## src/rtl/alu_accum.sv

```systemverilog
// rtl/alu_accum.sv - WIDTH-bit accumulator ALU with shift-add multiplier
//
// Ports:
//   clock  - rising-edge clock
//   reset  - synchronous active-high reset, clears all state
//   start  - operation request, sampled only while busy is low
//   op     - operation select, captured with start
//   a      - operand A, captured with start
//   acc    - 2*WIDTH-bit accumulator; operand B is acc[WIDTH-1:0]
//   busy   - high while a multiply is iterating
//   done   - one-cycle pulse after each accumulator update
//   carry  - carry/borrow from the last add/sub
//   zero   - acc is zero after the last update
module alu_accum #(
    parameter int WIDTH = 4
) (
    input  logic                 clock,
    input  logic                 reset,
    input  logic                 start,
    input  logic [2:0]           op,
    input  logic [WIDTH-1:0]     a,
    output logic [2*WIDTH-1:0]   acc,
    output logic                 busy,
    output logic                 done,
    output logic                 carry,
    output logic                 zero
);

    localparam int AW = 2 * WIDTH;
    localparam int CW = (WIDTH > 2) ? $clog2(WIDTH) : 1;
    localparam logic [CW-1:0]  CNT_LAST = CW'(WIDTH - 1);
    localparam logic [WIDTH:0] SHL_LIM  = (WIDTH + 1)'(AW);
    localparam logic [WIDTH:0] SHR_LIM  = (WIDTH + 1)'(WIDTH);

    localparam logic [2:0] OP_ADD = 3'b000;
    localparam logic [2:0] OP_SUB = 3'b001;
    localparam logic [2:0] OP_LOG = 3'b010;
    localparam logic [2:0] OP_ROR = 3'b011;
    localparam logic [2:0] OP_RAN = 3'b100;
    localparam logic [2:0] OP_SHL = 3'b101;
    localparam logic [2:0] OP_SHR = 3'b110;
    localparam logic [2:0] OP_MUL = 3'b111;

    typedef enum logic {IDLE, MUL} state_t;

    state_t           state;
    state_t           state_next;
    logic [CW-1:0]    cnt;
    logic [WIDTH-1:0] mul_a;
    logic [WIDTH-1:0] mul_b;
    logic [AW-1:0]    partial;
    logic [AW-1:0]    partial_next;
    logic [AW-1:0]    alu_result;
    logic             alu_carry;
    logic [WIDTH-1:0] b;
    logic [WIDTH:0]   sum;
    logic [WIDTH:0]   diff;

    assign b    = acc[WIDTH-1:0];
    assign busy = (state == MUL);

    // Single-cycle datapath. The extra top bit of a (W+1)-bit subtraction is
    // exactly the borrow (A < B), so add and sub share the same shape.
    always_comb begin
        sum        = {1'b0, a} + {1'b0, b};
        diff       = {1'b0, a} - {1'b0, b};
        alu_result = '0;
        alu_carry  = carry;
        case (op)
            OP_ADD: begin
                alu_result = AW'(sum);
                alu_carry  = sum[WIDTH];
            end
            OP_SUB: begin
                alu_result = AW'(diff);
                alu_carry  = diff[WIDTH];
            end
            OP_LOG: alu_result = {a | b, a ^ b};
            OP_ROR: alu_result = {{(AW-1){1'b0}}, |{a, b}};
            OP_RAN: alu_result = {{(AW-1){1'b0}}, &{a, b}};
            OP_SHL: alu_result = ({1'b0, a} >= SHL_LIM) ? '0 : (AW'(b) << a);
            OP_SHR: alu_result = ({1'b0, a} >= SHR_LIM) ? '0 : AW'(b >> a);
            default: alu_result = '0;
        endcase
    end

    // One shift-add step: multiplier bit cnt selects A shifted into place.
    always_comb begin
        partial_next = partial;
        if (mul_b[cnt]) begin
            partial_next = partial + (AW'(mul_a) << cnt);
        end
    end

    always_comb begin
        state_next = state;
        case (state)
            IDLE: if (start && op == OP_MUL) state_next = MUL;
            MUL:  if (cnt == CNT_LAST)       state_next = IDLE;
            default: state_next = IDLE;
        endcase
    end

    always_ff @(posedge clock) begin
        if (reset) begin
            state   <= IDLE;
            acc     <= '0;
            carry   <= 1'b0;
            zero    <= 1'b1;
            done    <= 1'b0;
            cnt     <= '0;
            mul_a   <= '0;
            mul_b   <= '0;
            partial <= '0;
        end else begin
            state <= state_next;
            done  <= 1'b0;
            case (state)
                IDLE: begin
                    if (start) begin
                        if (op == OP_MUL) begin
                            mul_a   <= a;
                            mul_b   <= b;
                            partial <= '0;
                            cnt     <= '0;
                        end else begin
                            acc   <= alu_result;
                            zero  <= (alu_result == '0);
                            carry <= alu_carry;
                            done  <= 1'b1;
                        end
                    end
                end
                MUL: begin
                    // acc only sees the final product; partials stay internal.
                    partial <= partial_next;
                    cnt     <= cnt + 1'b1;
                    if (cnt == CNT_LAST) begin
                        acc  <= partial_next;
                        zero <= (partial_next == '0);
                        done <= 1'b1;
                        cnt  <= '0;
                    end
                end
                default: ;
            endcase
        end
    end

endmodule

```

## config.mk

```make
export PLATFORM = sky130hd
export DESIGN_NAME = alu_accum
export DESIGN_NICKNAME = d
export VERILOG_FILES = /design/src/rtl/alu_accum.sv
export SDC_FILE = /design/constraint.sdc
export NUM_CORES = 1
export LEC_CHECK = 0
export ABC_CLOCK_PERIOD_IN_PS = 7900
export BUFFER_PORTS_ARGS = -buffer_cell sky130_fd_sc_hd__buf_2
export CAP_MARGIN = 20
export CORE_UTILIZATION = 30
export CTS_BUF_LIST = sky130_fd_sc_hd__clkbuf_4
export DETAILED_ROUTE_END_ITERATION = 10
export SLEW_MARGIN = 20
export SYNTH_ARGS = -nofsm -noshare
export SYNTH_HDL_FRONTEND = slang
export SYNTH_SLANG_ARGS = --single-unit
```

## constraint.sdc

```tcl
create_clock -name clock -period 7.9 [get_ports clock]
set_input_delay 1.185 -clock clock [delete_from_list [all_inputs] [get_ports clock]]
set_output_delay 1.185 -clock clock [all_outputs]
set_load 0.1 [all_outputs]
```

==> flow_summary.toml <==
[route]
via_count = 2313
drc = 0
drtPass1Iterations = 4
viasPerCell = 5.43
drtAntennaViolNets = 0
drtIter0Drc = 218
wl_per_cell_um = 15.5
drt-total-wl_um = 6610

[global_routing]
grt_max_degree = 30
antenna_found_initial = 0
grt_pass1_wl_um = 10900
track_usage_pct = 16.1
grt_pass1_vias = 2091
grt_overflow_total = 0

[job]
max-cap-violations = 0

[floorplan]
pin_count = 22
die_h_um = 93.2
core_area_mm2 = 0.00789
die-area_mm2 = 0.00869
num_rows = 32
fp.dieW_um = 93.2
initial_utilization_pct = 31.6

[yosys]
ys.warnings.count = 0
ys_seq_elements = 30
async_flop_share_pct = 0
synth_edf_count = 0
syn_avg_cell_area_um2 = 7.95
synth_area_mm2 = 0.00249
synth_ff_type = "dfxtp_1"
synth_nets = 348
yosysSeqAreaShare_pct = 24.1
ys_types = 55
synth_cells = 314

[sta]
final.setup.tns_ns = 0
rsz0062_at_grt = "false"
max_slew_margin_pct = 41.8
hold_viol = 0
fin_crit_ns = 3.09
drv_slew = 0
setup_viol_count_final = 0
max_freq_mhz = 323
clock_skew_ns = 0.00438
fin_crit_sh_pct = 39.1
worstMarginPinSlew_ns = 0.874

[final_layout]
fin_area_mm2 = 0.00269
nets = 357
drive_gt1_share_pct = 11.4
area_growth_syn_to_layout_pct = 7.77
antenna_cells = 0

[min_path]
hold_class = "reg2reg"
worstHoldStart = "acc[4]"
hold_path_depth = 2

[cts]
ctsRootBufferMaster = "clkbuf_4"
cts_hold_repair.buffers = 0
cts_tree = "done"
htree_levels = 2
worstSkewPairLatency_ns = 0.33
clock-sinks = 30
cts_buffers = 5
cts_buffer_depth = 2
clk_pin_slew_ns = 0.10
cts_setup_buffers = 0
cts_resized = 0

[worst_setup_path]
timing.rr.start = "cnt[0]"
required_ns = 8.12
worstPathArrival_ns = 3.31
path_max_fanout = 15
end_kind = "register"
cp-start-kind = "input port"
r2r_cells = 10
startpoint = "a[0]"
critPathKind = "in2reg"

[status]
status = "finished clean"

[power_and_ir_drop]
ir_drop_mv = 0.0483
powerDensity_mw_per_mm2 = 130
p_leak_nw = 1.07
power.total_uw = 349

[place]
portBuffers = 21
place_area_mm2 = 0.00264
routabilityCongestion = 0.882
dpl.hpwl_um = 4790
-- layout make-up --
| type | instances | area, um2 |
|---|---|---|
| clock buffer | 6 | 45.0 |
| clock inverter | 2 | 8.76 |
| fill | 835 | 5200 |
| inverter | 15 | 56.3 |
| multi-input combinational | 250 | 1750 |
| sequential | 30 | 601 |
| tap | 102 | 128 |
| timing repair buffer | 21 | 105 |
-- cells by family (layout without fill, tap and decap cells) --
family | Yosys count | in the layout | share of synthesized area [%]
AO/OA/AOI/OAI | 81 | 81 | 21.7
XOR/XNOR | 8 | 8 | 2.81
adder cells (fa/ha/maj) | 24 | 24 | 12.9
multiplexers | 27 | 27 | 11.5
buffers and inverters | 34 | 44 | 5.97
flip-flops | 30 | 30 | 24.1
AND/OR/NAND/NOR | 110 | 110 | 21.0
-- critical path, cell delays in order --
cell	delay, ns
buf_2	0.20
inv_1	0.15
ha_1	0.26
inv_1	0.08
fa_1	0.41
xnor2_1	0.18
a22oi_1	0.10
o32a_1	0.19
o211ai_1	0.21
nor2_1	0.08
a31oi_1	0.18
o31ai_2	0.09
-- synth_stat cells (2+ instances only) --
master	n	area, um2
and3_1	4	25.0
nand4_1	4	25.0
a21o_1	3	22.5
o21ai_0	11	55.1
o21a_1	4	30.0
nor3b_1	2	15.0
mux2i_1	23	230
inv_1	14	52.6
a2bb2oi_1	2	17.5
nand3_1	2	10.0
nor3_1	10	50.1
dfxtp_1	30	601
nor2_1	45	169
or3b_1	2	17.5
nor2b_1	4	25.0
and2_1	2	12.5
nand2_1	24	90.1
a21oi_1	23	115
mux2_2	3	33.8
xor2_1	3	26.3
ha_1	21	263
a211oi_1	8	60.1
fa_1	3	60.1
o211ai_1	6	45.0
nor4_1	2	12.5
clkbuf_1	14	52.6
a31oi_1	2	12.5
nand2b_1	3	18.8
xnor2_1	5	43.8
buf_2	2	10.0
a211o_1	2	17.5
o21ai_1	2	10.0
buf_6	2	22.5
a22oi_1	6	45.0
-- per-layer routing --
metal	vias to the layer above	global-route usage (%)	routed length, um
met5	-	0	0
li1	1146	-	-
met2	74	24.8	2900
met4	0	4.62	84
met3	8	2.52	358
met1	1085	23.0	3270
-- where the power goes --
group / switching (mW) / leakage (nW) / total, mW / internal (mW)
registers: 0.00803 / 0.243 / 0.164 / 0.156
clock network: 0.0560 / 0.0331 / 0.0928 / 0.0368
logic: 0.0657 / 0.793 / 0.0927 / 0.0270
-- registers in the layout, summed over array words and instances (netlist names) --
signal and flops:
acc 8, zero 1, partial 8, done 1, mul_a 4, mul_b 4, busy 1, cnt 2
carry 1
-- worst paths after layout --
path	slack [ns]	end
setup / recovery	4.81	zero
hold / removal	0.45	acc[4]
setup reg to reg	4.99	acc[7]
hold reg to reg	0.45	acc[4]
-- placed cells by master, fill, tap and decap left out, drive strengths merged, types with 3 or more instances in the layout --
cell,n
xor2,3
buf,21
a22oi,6
clkbuf,6
nand3,3
nor3,10
a21o,3
ha,21
and3,4
a21oi,23
o211ai,6
mux2,3
nor2b,4
clkinv,3
a211oi,8
o21ai,13
inv,14
nand2b,3
mux2i,23
fa,3
o21a,4
nor2,45
nand2,24
nand4,4
dfxtp,30
xnor2,5
-- per-stage QoR --
step / setup WS [ns] / instances / util [%] / hold slack (ns)
5_1_grt: 4.62 / 426 / 34.1 / 0.486
2_1_floorplan: 4.77 / 314 / - / 0.450
3_5_place_dp: 4.47 / 418 / 33.4 / 0.442
6_report: 4.81 / 426 / 34.1 / 0.453
4_1_cts: 4.85 / 426 / 34.1 / 0.456
3_3_place_gp: 4.55 / 418 / 33.4 / 0.439
Note: power is estimated with default switching activity, not from simulation.
